## src/rtl/operand_fetch_stage.sv

```systemverilog
// -----------------------------------------------------------------------------
// operand_fetch_stage
//
// Operand stage between the register file read ports and the ALU. The incoming
// instruction's source addresses go straight out to the register file (RA1/RA2).
// The returned read data (RD1/RD2) is captured in the same cycle, together with
// the opcode, immediate and destination address. A writeback in that cycle
// bypasses the read data.
//
// Captured operands go to the ALU through a valid/ready handshake. The stage has
// two entries: the output register and one skid entry. Because of the skid
// entry, in_ready depends only on state flops and has no combinational path
// from the inputs.
//
// Handshake rules: a transfer happens on a rising edge where valid and ready
// are both high. Once out_valid is high it stays high, and the output fields
// stay unchanged, until out_ready is seen. The only exceptions are FLUSH and
// writeback snoop updates.
//
// Ports:
//   CLK, RST_N                      clock, asynchronous active-low reset
//   in_valid/in_ready               decoder-side handshake
//   in_src1/in_src2/in_dst/in_op/in_imm   decoded instruction fields
//   RA1/RA2 -> regfile, RD1/RD2 <- regfile (combinational read)
//   WB_WE/WB_WA/WB_WD               writeback port (also drives regfile write)
//   FLUSH                           synchronous kill of all held entries
//   out_valid/out_ready             ALU-side handshake
//   out_a/out_b/out_dst/out_op/out_imm    operands and fields to the ALU
// -----------------------------------------------------------------------------
module operand_fetch_stage #(
    parameter int DW  = 8,
    parameter int AW  = 3,
    parameter int OPW = 4
) (
    input  logic           CLK,
    input  logic           RST_N,
    input  logic           in_valid,
    output logic           in_ready,
    input  logic [AW-1:0]  in_src1,
    input  logic [AW-1:0]  in_src2,
    input  logic [AW-1:0]  in_dst,
    input  logic [OPW-1:0] in_op,
    input  logic [DW-1:0]  in_imm,
    output logic [AW-1:0]  RA1,
    output logic [AW-1:0]  RA2,
    input  logic [DW-1:0]  RD1,
    input  logic [DW-1:0]  RD2,
    input  logic           WB_WE,
    input  logic [AW-1:0]  WB_WA,
    input  logic [DW-1:0]  WB_WD,
    input  logic           FLUSH,
    output logic           out_valid,
    input  logic           out_ready,
    output logic [DW-1:0]  out_a,
    output logic [DW-1:0]  out_b,
    output logic [AW-1:0]  out_dst,
    output logic [OPW-1:0] out_op,
    output logic [DW-1:0]  out_imm
);

    typedef enum logic [1:0] {
        ST_EMPTY = 2'd0,   // nothing held
        ST_ONE   = 2'd1,   // output register valid, skid empty
        ST_FULL  = 2'd2    // output register and skid both valid
    } state_t;

    state_t state, state_nx;

    logic accept;
    logic load_out_in;    // output register loads from the input
    logic load_out_skid;  // output register loads from the skid entry
    logic load_skid;      // skid entry loads from the input

    // Source addresses are kept beside each held entry so that later
    // writebacks can still reach the operands.
    logic [AW-1:0]  out_s1, out_s2;
    logic [DW-1:0]  sk_a, sk_b, sk_imm;
    logic [AW-1:0]  sk_s1, sk_s2, sk_dst;
    logic [OPW-1:0] sk_op;

    logic [DW-1:0]  cap_a, cap_b;

    assign RA1 = in_src1;
    assign RA2 = in_src2;

    // Both handshake outputs are decoded from the state register only.
    assign out_valid = (state != ST_EMPTY);
    assign in_ready  = (state != ST_FULL);

    // Operand value at capture. Register 0 always reads as zero. A writeback
    // to the same register in this cycle takes priority over the regfile data.
    function automatic logic [DW-1:0] capture(
        input logic [AW-1:0] src,
        input logic [DW-1:0] rd,
        input logic          we,
        input logic [AW-1:0] wa,
        input logic [DW-1:0] wd
    );
        if (src == '0)
            return '0;
        else if (we && (wa == src))
            return wd;
        else
            return rd;
    endfunction

    // Operand value for an entry that is held: a later writeback to its
    // nonzero source register replaces the operand.
    function automatic logic [DW-1:0] snoop(
        input logic [DW-1:0] val,
        input logic [AW-1:0] src,
        input logic          we,
        input logic [AW-1:0] wa,
        input logic [DW-1:0] wd
    );
        if (we && (src != '0) && (wa == src))
            return wd;
        else
            return val;
    endfunction

    assign cap_a = capture(in_src1, RD1, WB_WE, WB_WA, WB_WD);
    assign cap_b = capture(in_src2, RD2, WB_WE, WB_WA, WB_WD);

    // ---------------------------------------------------------------- FSM
    always_ff @(posedge CLK or negedge RST_N) begin
        if (!RST_N)
            state <= ST_EMPTY;
        else
            state <= state_nx;
    end

    always_comb begin
        state_nx      = state;
        load_out_in   = 1'b0;
        load_out_skid = 1'b0;
        load_skid     = 1'b0;
        accept        = in_valid && in_ready && !FLUSH;

        if (FLUSH) begin
            // FLUSH wins over any input handshake and any out_ready.
            state_nx = ST_EMPTY;
        end else begin
            case (state)
                ST_EMPTY: begin
                    if (accept) begin
                        load_out_in = 1'b1;
                        state_nx    = ST_ONE;
                    end
                end
                ST_ONE: begin
                    if (out_ready && accept) begin
                        load_out_in = 1'b1;
                        state_nx    = ST_ONE;
                    end else if (out_ready) begin
                        state_nx    = ST_EMPTY;
                    end else if (accept) begin
                        load_skid   = 1'b1;
                        state_nx    = ST_FULL;
                    end
                end
                ST_FULL: begin
                    if (out_ready) begin
                        load_out_skid = 1'b1;
                        state_nx      = ST_ONE;
                    end
                end
                default: state_nx = ST_EMPTY;
            endcase
        end
    end

    // ----------------------------------------------------------- datapath
    // When an entry is not reloaded it is snooped. If the entry is leaving,
    // or is not valid, the snoop result is never observed, so it needs no
    // separate qualification.
    always_ff @(posedge CLK or negedge RST_N) begin
        if (!RST_N) begin
            out_a   <= '0;
            out_b   <= '0;
            out_dst <= '0;
            out_op  <= '0;
            out_imm <= '0;
            out_s1  <= '0;
            out_s2  <= '0;
            sk_a    <= '0;
            sk_b    <= '0;
            sk_dst  <= '0;
            sk_op   <= '0;
            sk_imm  <= '0;
            sk_s1   <= '0;
            sk_s2   <= '0;
        end else begin
            if (load_out_in) begin
                out_a   <= cap_a;
                out_b   <= cap_b;
                out_dst <= in_dst;
                out_op  <= in_op;
                out_imm <= in_imm;
                out_s1  <= in_src1;
                out_s2  <= in_src2;
            end else if (load_out_skid) begin
                // The entry moving from skid to output still sees this
                // edge's writeback.
                out_a   <= snoop(sk_a, sk_s1, WB_WE, WB_WA, WB_WD);
                out_b   <= snoop(sk_b, sk_s2, WB_WE, WB_WA, WB_WD);
                out_dst <= sk_dst;
                out_op  <= sk_op;
                out_imm <= sk_imm;
                out_s1  <= sk_s1;
                out_s2  <= sk_s2;
            end else begin
                out_a   <= snoop(out_a, out_s1, WB_WE, WB_WA, WB_WD);
                out_b   <= snoop(out_b, out_s2, WB_WE, WB_WA, WB_WD);
            end

            if (load_skid) begin
                sk_a   <= cap_a;
                sk_b   <= cap_b;
                sk_dst <= in_dst;
                sk_op  <= in_op;
                sk_imm <= in_imm;
                sk_s1  <= in_src1;
                sk_s2  <= in_src2;
            end else begin
                sk_a   <= snoop(sk_a, sk_s1, WB_WE, WB_WA, WB_WD);
                sk_b   <= snoop(sk_b, sk_s2, WB_WE, WB_WA, WB_WD);
            end
        end
    end

endmodule

```

## config.mk

```make
export PLATFORM = sky130hd
export DESIGN_NAME = operand_fetch_stage
export DESIGN_NICKNAME = d
export VERILOG_FILES = /design/src/rtl/operand_fetch_stage.sv
export SDC_FILE = /design/constraint.sdc
export NUM_CORES = 1
export LEC_CHECK = 0
export BUFFER_PORTS_ARGS = -buffer_cell sky130_fd_sc_hd__buf_4
export CORE_MARGIN = 1
export CORE_UTILIZATION = 55
export CTS_CLUSTER_DIAMETER = 40
export DETAILED_ROUTE_END_ITERATION = 10
export PLACE_DENSITY_LB_ADDON = 0.12
export SLEW_MARGIN = 20
export SYNTH_ARGS = -nofsm -noshare
export SYNTH_HDL_FRONTEND = slang
export SYNTH_SLANG_ARGS = --single-unit
```

## constraint.sdc

```tcl
create_clock -name CLK -period 1.81 [get_ports CLK]
set_input_delay 0.4525 -clock CLK [delete_from_list [all_inputs] [get_ports CLK]]
set_output_delay 0.4525 -clock CLK [all_outputs]
set_load 0.05 [all_outputs]
```

==> results of run 1 <==
power by group through the flow:
stage | combinational, mW | clock [mW] | sequential, mW
2_1_floorplan | 1.14 | 0 | 2.93
6_report | 2.43 | 1.59 | 2.44
5_1_grt | 2.60 | 1.68 | 2.50
4_1_cts | 2.39 | 1.62 | 2.43
3_3_place_gp | 2.30 | 0 | 2.44
3_5_place_dp | 2.38 | 0 | 2.46
cells in the final DEF (no fill, tap or decap), types with 3 or more instances in the layout:
cell type,Yosys,layout
mux2_1,15,15
a211oi_2,7,7
buf_12,0,9
dfrtp_1,76,76
mux2_2,20,20
clkbuf_8,0,9
a21o_1,7,7
or2_0,7,7
o22ai_1,8,8
a222oi_1,21,21
o21ai_1,3,3
or3_1,4,4
mux2i_1,10,10
a21boi_0,8,8
bufinv_16,0,3
nor2_1,38,38
xnor2_1,14,12
a21oi_1,32,32
a21boi_1,6,6
buf_4,9,107
inv_1,27,27
o21ai_0,14,14
and3_1,16,16
nand2_1,16,16
kinds of logic after synthesis:
group	count (synthesis)	synth area share
compound gates	126	0.226
xor+xnor	14	0.0285
buf+inv	61	0.0782
flops	76	0.442
mux	46	0.118
simple gates	91	0.108
cell type report:
type / count / share of cell area
clock inverter: 7 / 0.0226
timing repair buffer: 116 / 0.180
tap: 99 / 0.0226
multi-input combinational: 279 / 0.387
sequential: 76 / 0.347
clock buffer: 9 / 0.0226
inverter: 27 / 0.0185
worst max-delay path by stage:
stage | cells after the start | to | startpoint
2_1_floorplan | 7 | out_a[7] | WB_WA[0]
3_3_place_gp | 6 | sk_a[3] | WB_WA[1]
3_5_place_dp | 6 | sk_a[0] | WB_WA[0]
4_1_cts | 5 | out_a[5] | state[1]
5_1_grt | 5 | out_b[0] | state[1]
6_report | 5 | out_b[2] | state[0]
metrics by stage:
stage               worst slack, ns  area, µm²   util  cells  setup TNS [ns]
finish                       0.0463       5470  0.739    613               0
CTS                         0.00815       5430  0.733    611               0
global placement            -0.0301       5180  0.699    595          -0.152
floorplan                    0.0992       4300      -    414               0
global route                -0.0790       5470  0.739    613          -0.737
detailed placement          -0.0904       5180  0.699    595          -0.864
per-layer routing:
metal  track usage  vias to the layer above  wire (µm)
met5             0                        -          0
met1         0.344                     1842       4630
met3        0.0446                       27        836
li1              -                     1694          -
met4         0.130                        0        293
met2         0.486                      187       5580
sequential cells by signal, indices dropped and copies added, names as in the netlist:
signal	cells
out_a	8
out_b	8
out_imm	8
sk_a	8
sk_b	8
sk_imm	8
out_op	4
sk_op	4
out_dst	3
out_s1	3
out_s2	3
sk_dst	3
sk_s1	3
sk_s2	3
state	2
what timing repair did:
action | in CTS | in global routing
hold endpoints to repair | 0 | 0
gates resized for setup | 0 | 3
endpoints found under the setup margin | 0 | 26
buffers inserted | 0 | 0
worst reg2reg max path: stages (launching register included):
cell and delay [ns]:
dfrtp_1 0.44, nand2b_4 0.18, or3_1 0.48, a21o_1 0.27, nor2_1 0.18, a211oi_2 0.10
==> impl_metrics.json, run 1 <==
{
  "status": "completed",
  "syn_area_per_cell_um2": 10.4,
  "cts_hold_buffers": 0,
  "slowest_stage": "or3_1",
  "num_io_pins": 93,
  "clk_path_buf_depth": 2,
  "clk_pin_slew_worst_paths_ns": 0.09,
  "async_reset_ff_frac": 1.00,
  "worst_slew_pin_slew_ns": 0.550,
  "hold_class": "in2async",
  "pwr-share-clk": 0.246,
  "crit_family": "simple AND/OR/NAND/NOR gates",
  "cp-end-kind": "register",
  "die_x_um": 90.5,
  "synth_seq_cells": 76,
  "maxSlewHeadroom": 0.633,
  "synth_edf_count": 0,
  "synth_cell_types": 49,
  "synth_top_area_frac": 0.442,
  "hold_viol": 0,
  "critPathArrivalTime_ns": 2.00,
  "antenna_left": 0,
  "clkLatencyLatePin_ns": 0.35,
  "antenna_cells": 0,
  "core-area_mm2": 0.00741,
  "die_h_um": 90.5,
  "p_seq_frac": 0.377,
  "rrSetupSlack_ns": 0.05,
  "numCtsBuffers": 9,
  "p_int_mw": 4.11,
  "power.density_mw_per_mm2": 1180,
  "cts-root-buf": "clkbuf_8",
  "grt_pass1_vias": 3788,
  "slew_viol_final": 0,
  "worstPathRequired_ns": 2.04,
  "nFillCells": 549,
  "max_clock_freq_mhz": 567,
  "overflow": 0,
  "finalCritPeriodShare": 0.974,
  "start_util": 0.581,
  "register_area_mm2": 0.00190,
  "whs_ns": 0.0185,
  "yosys-top-cells-count": "dfrtp_1, nor2_1, a21oi_1",
  "hpwl_um": 7710,
  "place_congestion": 0.848,
  "synth.area.top_cells": "dfrtp_1, mux2_2, a222oi_1, mux2_1, a21oi_1",
  "p_sw_mw": 2.35,
  "rows": 31,
  "cpPeakStageDelay_ns": 0.48,
  "wirelength_um": 11300,
  "synth_flop_cell": "dfrtp_1",
  "rsz0062_at_grt": "yes",
  "antenna_found_initial": 0,
  "cts_max_level": 3,
  "p_leak_nw": 2.62,
  "post-route-drc-count": 0,
  "clock_skew_ns": 0.00666,
  "syn-cell-area_mm2": 0.00430,
  "reg2reg_depth": 5,
  "worstPathMaxFanout": 8,
  "startpoint_type": "register",
  "drv_cap": 0,
  "vias_per_cell": 6.12,
  "area_growth_pct": 27.2,
  "vias": 3750,
  "syn_nets": 468,
  "cp_num_buf_inv": 0,
  "tritoncts": "built",
  "rr_endpoint": "out_b[2]",
  "cts_sinks": 76,
  "crit_chain": "nand2b_4, or3_1, a21o_1, nor2_1, a211oi_2",
  "dr.pass1.iters": 8,
  "combPwrFrac": 0.377,
  "grt_start_max_net_pins": 38,
  "io_buffer_count": 92,
  "grt_pass1_wl_um": 18100,
  "multi_input_area_mm2": 0.00212,
  "finalPower_mw": 6.46,
  "crit_type": "reg2reg",
  "peakVddDrop_mv": 0.814,
  "die_area_mm2": 0.00818,
  "finalSetupViolations": 0,
  "synth.most_common_cell": "dfrtp_1",
  "drive_gt1_frac": 0.356,
  "grt_usage": 0.282,
  "syn_inst": 414,
  "period_minus_slack_ns": 1.76,
  "drt-initial-drc-count": 321,
  "ys_seq_area_frac": 0.442,
  "detail_route.wl_per_cell_um": 18.5,
  "synth_warnings": 0,
  "reg2reg_from": "state[0]",
  "fin_nets": 563,
  "yosys.area.top_type": "dfrtp_1",
  "power_switching_share": 0.363
}
Power figures use the tool's default switching activity.
==> run 2, diff against run 1 <==
PLACE_DENSITY = 0.81   (was default)
PLACE_DENSITY_LB_ADDON = default   (was 0.12)
==> impl_metrics.json, run 2 (synthesis results as in run 1) <==
{
  "die_area_mm2": 0.00818,
  "reg2reg_depth": 5,
  "p_leak_nw": 2.59,
  "hpwl_um": 7550,
  "finalSetupViolations": 0,
  "slowest_stage": "dfrtp_2",
  "critPathArrivalTime_ns": 2.00,
  "vias": 3659,
  "place_congestion": 0.857,
  "grtUsageMet2": 0.453,
  "nFillCells": 539,
  "cp_num_buf_inv": 0,
  "reg2reg_from": "sk_s1[0]",
  "grt_pass1_vias": 3654,
  "period_minus_slack_ns": 1.77,
  "slew_viol_final": 0,
  "cp-end-kind": "register",
  "clock_skew_ns": 0.0147,
  "drt-initial-drc-count": 377,
  "gr-max-usage-layer": "met2",
  "num_io_pins": 93,
  "tritoncts": "built",
  "antenna_cells": 0,
  "overflow": 0,
  "cts_max_level": 3,
  "grt_use_met1": 0.362,
  "cts-root-buf": "clkbuf_8",
  "power.density_mw_per_mm2": 1190,
  "io_buffer_count": 92,
  "finalCritPeriodShare": 0.976,
  "grt.met3_usage": 0.0707,
  "final_cell_mix": "buf_4, dfrtp_1, nor2_1, a21oi_1, inv_1",
  "hold_viol": 0,
  "maxSlewHeadroom": 0.694,
  "drive_gt1_frac": 0.358,
  "post-route-drc-count": 0,
  "max_clock_freq_mhz": 566,
  "grt_start_max_net_pins": 77,
  "dr.pass1.iters": 7,
  "detail_route.wl_per_cell_um": 18.6,
  "start_util": 0.581,
  "fin_ws_ns": 0.0442,
  "place_ws_ns": -0.103,
  "worstPathRequired_ns": 2.04,
  "final_common_cell": "buf_4",
  "crit_type": "reg2reg",
  "grt_pass1_wl_um": 17900,
  "tns_ns": 0,
  "worst_slew_pin_slew_ns": 0.459,
  "cts_hold_buffers": 0,
  "cpPeakStageDelay_ns": 0.45,
  "die_x_um": 90.5,
  "rrSetupSlack_ns": 0.04,
  "antenna_found_initial": 0,
  "status": "completed",
  "crit_chain": "xnor2_2, o2111a_2, a21boi_2, or2_0, mux2_2",
  "startpoint_type": "register",
  "clkLatencyLatePin_ns": 0.36,
  "rr_endpoint": "sk_a[3]",
  "fin_cells": 608,
  "worstPathMaxFanout": 7,
  "rows": 31,
  "hold_class": "in2async",
  "dp.cells": 592,
  "fin_nets": 559,
  "core-area_mm2": 0.00741,
  "peakVddDrop_mv": 0.851,
  "drv_cap": 0,
  "wirelength_um": 11300,
  "crit_family": "compound AO/OA/AOI/OAI gates",
  "die_h_um": 90.5,
  "vias_per_cell": 6.02,
  "antenna_left": 0,
  "final_util": 0.732,
  "clk_path_buf_depth": 2,
  "area_growth_pct": 25.9,
  "grt_usage": 0.277,
  "clk_pin_slew_worst_paths_ns": 0.08,
  "cts_sinks": 76,
  "numCtsBuffers": 9
}
-- run 2: where the power goes --
group          switching [mW]  total, mW  internal (mW)
clock                   0.633       1.55          0.913
combinational            1.43       2.44           1.01
sequential              0.273       2.46           2.18
-- run 2: layout make-up --
cell class	instances	area, µm²	area share
Inverter	27	101	0.0187
Multi-Input combinational cell	278	2140	0.394
Tap cell	99	124	0.0229
Clock inverter	4	98.8	0.0182
Timing Repair Buffer	113	923	0.170
Clock buffer	11	131	0.0242
Sequential cell	76	1900	0.351
-- run 2: how the worst max path moves through the flow --
stage                      end  slack (ns)  cells past startpoint     start
finish                 sk_a[3]        0.04                      5  sk_s1[0]
global route        out_imm[7]      -0.006                      6  state[1]
CTS                    sk_a[3]        0.03                      5  sk_s1[1]
detailed placement    out_a[3]       -0.10                      7  WB_WA[2]
global placement      out_b[2]       -0.06                      7  WB_WA[0]
floorplan             out_a[7]         0.1                      7  WB_WA[0]
-- run 2: routing by layer --
metal	share of wire	vias to the layer above
met4	0.019	0
met3	0.081	19
met5	0	-
met1	0.41	1789
li1	-	1683
met2	0.49	168
-- run 2: repair_timing --
item | CTS | global route
setup buffers | 0 | 0
setup endpoints to repair | 0 | 27
gates resized for setup | 0 | 11
-- run 2: stage by stage --
stage | total power [mW] | hold WS [ns] | instance area [µm²]
6_report | 6.44 | 0.110 | 5420
5_1_grt | 6.74 | 0.135 | 5420
4_1_cts | 6.37 | 0.129 | 5350
3_5_place_dp | 4.83 | 0.481 | 5120
3_3_place_gp | 4.72 | 0.472 | 5120
2_1_floorplan | 4.07 | 0.157 | 4300
